`src/rtl/serial_loader.sv`:
```
// Byte-stream program loader: length header, then LE words into imem.
// Holds the core in reset (o_done=0) until the whole image is written.
module serial_loader #(
  parameter int ADDR_WIDTH = 10
) (
  input  logic                  clk,
  input  logic                  rst,
  input  logic [7:0]            i_data,
  input  logic                  i_valid,
  output logic                  i_ready,
  output logic [ADDR_WIDTH-1:0] mem_addr,
  output logic [31:0]           mem_wdata,
  output logic                  mem_we,
  output logic                  o_done,
  output logic                  o_err
);

  typedef enum logic [1:0] {
    S_LEN,
    S_DATA,
    S_WRITE,
    S_DONE
  } state_t;

  localparam logic [32:0] DEPTH = 33'd1 << ADDR_WIDTH;

  state_t      state_q, state_d;
  logic [1:0]  cnt_q, cnt_d;
  logic [31:0] word_q, word_d;
  logic [31:0] len_q, len_d;
  logic [31:0] idx_q, idx_d;
  logic        err_q, err_d;
  logic        arm_q;

  logic        accept;
  logic [31:0] shifted;
  logic [31:0] idx_inc;
  logic        in_range;

  assign shifted  = {i_data, word_q[31:8]};
  assign idx_inc  = idx_q + 32'd1;
  assign in_range = {1'b0, idx_q} < DEPTH;
  assign accept   = i_valid & i_ready;

  // i_ready only opens one edge after reset release
  always_ff @(posedge clk or posedge rst) begin
    if (rst) arm_q <= 1'b0;
    else     arm_q <= 1'b1;
  end

  // State and datapath registers
  always_ff @(posedge clk or posedge rst) begin
    if (rst) begin
      state_q <= S_LEN;
      cnt_q   <= 2'd0;
      word_q  <= 32'd0;
      len_q   <= 32'd0;
      idx_q   <= 32'd0;
      err_q   <= 1'b0;
    end else begin
      state_q <= state_d;
      cnt_q   <= cnt_d;
      word_q  <= word_d;
      len_q   <= len_d;
      idx_q   <= idx_d;
      err_q   <= err_d;
    end
  end

  // Next-state: byte assembly, header decode, word write sequencing
  always_comb begin
    state_d = state_q;
    cnt_d   = cnt_q;
    word_d  = word_q;
    len_d   = len_q;
    idx_d   = idx_q;
    err_d   = err_q;
    unique case (state_q)
      S_LEN: begin
        if (accept) begin
          word_d = shifted;
          cnt_d  = 2'(cnt_q + 2'd1);
          if (cnt_q == 2'd3) begin
            len_d = shifted;
            if ({1'b0, shifted} > DEPTH) err_d = 1'b1;
            if (shifted == 32'd0) state_d = S_DONE;
            else                  state_d = S_DATA;
          end
        end
      end
      S_DATA: begin
        if (accept) begin
          word_d = shifted;
          cnt_d  = 2'(cnt_q + 2'd1);
          if (cnt_q == 2'd3) state_d = S_WRITE;
        end
      end
      S_WRITE: begin
        idx_d = idx_inc;
        if (idx_inc == len_q) state_d = S_DONE;
        else                  state_d = S_DATA;
      end
      S_DONE: begin
        state_d = S_DONE;
      end
    endcase
  end

  // Outputs; out-of-range words are consumed but never strobed
  always_comb begin
    i_ready   = arm_q & ((state_q == S_LEN) | (state_q == S_DATA));
    mem_we    = (state_q == S_WRITE) & in_range;
    mem_addr  = idx_q[ADDR_WIDTH-1:0];
    mem_wdata = word_q;
    o_done    = (state_q == S_DONE);
    o_err     = err_q;
  end

endmodule

```
`config.mk`:
```
export PLATFORM = sky130hd
export DESIGN_NAME = serial_loader
export DESIGN_NICKNAME = d
export VERILOG_FILES = /design/src/rtl/serial_loader.sv
export SDC_FILE = /design/constraint.sdc
export NUM_CORES = 1
export LEC_CHECK = 0
export CAP_MARGIN = 30
export CORE_MARGIN = 3
export CORE_UTILIZATION = 50
export DETAILED_ROUTE_END_ITERATION = 6
export PLACE_DENSITY_LB_ADDON = 0.2
export SYNTH_ARGS = -nofsm -noshare
export SYNTH_HDL_FRONTEND = slang
export SYNTH_SLANG_ARGS = --single-unit
```
`constraint.sdc`:
```
create_clock -name clk -period 3.1 [get_ports clk]
set_input_delay 0.62 -clock clk [delete_from_list [all_inputs] [get_ports clk]]
set_output_delay 0.62 -clock clk [all_outputs]
set_load 0.1 [all_outputs]
```
==> impl_metrics.csv <==
group,metric,value,unit
run_status,status,"finished clean",
clock_network,clk_pin_slew,0.11,ns
setup_path,cp.required,3.39,ns
setup_path,worstPathArrival,3.08,ns
clock_network,cts_setup_buffers,0,
sta,slew_viol_final,0,
placement,hpwl,8194,µm
pwr,p_leak,2.633,nW
routing,via_count,3521,
logic_synthesis,post-synth-top-area-fraction,49.04,%
run,drv_cap,0,
die,die_h,108.0,µm
setup_path,crit_fanout,10,
die,start_util,52.29,%
finish,drive_gt1_share,29.11,%
logic_synthesis,synthCells,460,
die,placementRows,36,
clock_network,clock_sinks,102,
routing,ant_nets,0,
sta,finalHoldViolations,0,
global_route,grt_util_all_layers,21.05,%
placement,post-place-ws,0.3167,ns
sta,rsz0062_at_grt,"no",
logic_synthesis,synth_seq_cells,102,
sta,fin_crit_sh,89.90,%
placement,gp_congestion,0.8962,
sta,fin_worst_skew,0.01066,ns
finish,syn2layout_area_growth,13.89,%
setup_path,end_kind,"register",
logic_synthesis,yosys_warnings,0,
sta,fmax,358.8,MHz
finish,nets,513,
logic_synthesis,synth_nets,473,
sta,slew_headroom,61.67,%
logic_synthesis,synthFlopType,"dfrtp_1",
clock_network,cts_root_buf,"clkbuf_8",
sta,period_needed,2.787,ns
global_route,grt_pass1_vias,3494,
logic_synthesis,synth.cell_area,5205,µm²
placement,portBuffers,56,
global_route,grt_overflow,0,
logic_synthesis,synth.distinct_cells,48,
placement,place_area,5724,µm²
logic_synthesis,synth_common_cells,"dfrtp_1, mux2_2, xnor2_1",
setup_path,r2r_cells,8,
routing,drc,0,
clock_network,cts_tree,"yes",
sta,setup_viol,0,
routing,drt_iter0_drc,185,
routing,wl_per_cell,17.76,µm
routing,drt_pre_antenna_iters,5,
die,io_pins,57,
pwr,ir_drop,1.093,mV
sta,totalNegativeSetupSlack,0,ns
die,dieArea,11670,µm²
die,core_area,9955,µm²
logic_synthesis,post_synth.cell_area_avg,11.32,µm²
clock_network,cts_inserted_buffers,9,
pwr,power.density,1052,nW/µm²
finish,fin_util,59.55,%
global_route,antenna_found_initial,0,
finish,fin_area,5928,µm²
hold_path,holdPathStages,1,
sta,setup_slack,0.3130,ns
setup_path,critPathLaunchType,"register",
logic_synthesis,synth_edf_count,0,
sta,tightest_slew,0.5706,ns
logic_synthesis,synthTopCellsByArea,"dfrtp_1, mux2_2, xnor2_1",
die,die-width,108.0,µm
global_route,grt_pass1_wl,18900,µm
clock_network,ctsLongestPathBuffers,2,
routing,routed_wl,11330,µm
sta,whs,0.4740,ns
clock_network,post_cts_resized,0,
logic_synthesis,synth.most_common_cell,"dfrtp_1",
clock_network,cts_hold_buf,0,
global_route,grt_max_degree,103,
routing,via_per_inst,5.519,
logic_synthesis,yosys.area.top_type,"dfrtp_1",
finish,diodes,0,
logic_synthesis,synthArstFlopShare,100.0,%
clock_network,clock_latency,0.37,ns
hold_path,worstHoldPathType,"register to register",
clock_network,h-tree-depth,3,
logic_synthesis,yosysSeqAreaShare,49.04,%
setup_path,crit_type,"register to register",
[cells by family after synthesis]
group           Yosys count  share of synthesized area, %
fa+ha+maj                 2                        0.4807
compound gates           24                         3.173
other cells               1                       0.07205
simple gates            143                         15.31
buf+inv                  39                         3.726
xor+xnor                 83                         13.97
flops                   102                         49.04
mux                      66                         14.23
[final cells by class]
type	count	area [µm²]
Clock buffer	9	123.9
Fill cell	868	4026
Inverter	6	26.28
Clock inverter	7	80.08
Multi-Input combinational cell	319	2464
Tap cell	133	166.4
Timing Repair Buffer	62	515.5
Sequential cell	102	2552
[metal layers]
metal,share of wire (%),up-vias,GRT usage [%]
met1,48,1755,31.44
li1,-,1681,-
met2,46,76,31.66
met4,1.3,0,7.124
met3,4.2,9,2.985
met5,0,-,0
[sequential cells by signal, indices dropped and copies added, names as in the netlist]
signal,flops
idx_q,32
len_q,32
mem_wdata,32
cnt_q,2
state_q,2
arm_q,1
o_err,1
[power by group]
group,leakage [nW],total (mW),internal (mW),switching (mW)
Sequential,1.32,2.19,1.72,0.471
Combinational,1.21,3.17,0.879,2.29
Clock,0.102,0.879,0.385,0.494
Total,2.63,6.23,2.98,3.25
[through the flow]
stage          total power [mW]  instances
2_1_floorplan             4.652        460
3_3_place_gp              5.353        622
3_5_place_dp              5.407        622
4_1_cts                   6.281        638
5_1_grt                   6.521        638
6_report                  6.235        638
[placed cells by master, fill, tap and decap left out, types with 3 or more instances in the layout]
cell type        instances
mux2_2                  64
xor2_1                  30
nand3_1                 19
and3_1                   4
dfrtp_1                102
buf_4                   50
nor4_1                  16
nand4_1                 16
nor3_1                   9
xnor2_1                 53
nand2_1                 29
o21ai_0                  7
nor2_1                  24
clkdlybuf4s50_1         10
clkbuf_8                 9
a21oi_1                  4
nor2b_1                  3
inv_1                    5
[critical path: stages, from the launching register on]
cell and delay, ns:
dfrtp_1 0.50, ha_1 0.32, nand4_2 0.23, nor4_4 0.62, nand4_1 0.19, xnor2_1 0.16, nor4_1 0.30, nand4_1 0.17
o31ai_2 0.23
[final timing paths]
kind	startpoint	end	slack (ns)
max reg2reg	idx_q[0]$_DFFE_PP0P_	state_q[1]$_DFFE_PP0P_	0.31
min	o_err$_DFFE_PP0P_	o_err$_DFFE_PP0P_	0.47
max	idx_q[0]$_DFFE_PP0P_	state_q[1]$_DFFE_PP0P_	0.31
min reg2reg	o_err$_DFFE_PP0P_	o_err$_DFFE_PP0P_	0.47
min in group asynchronous	rst	idx_q[4]$_DFFE_PP0P_	0.72
max in group asynchronous	rst	state_q[0]$_DFFE_PP0P_	1.96
Power figures use the tool's default switching activity.
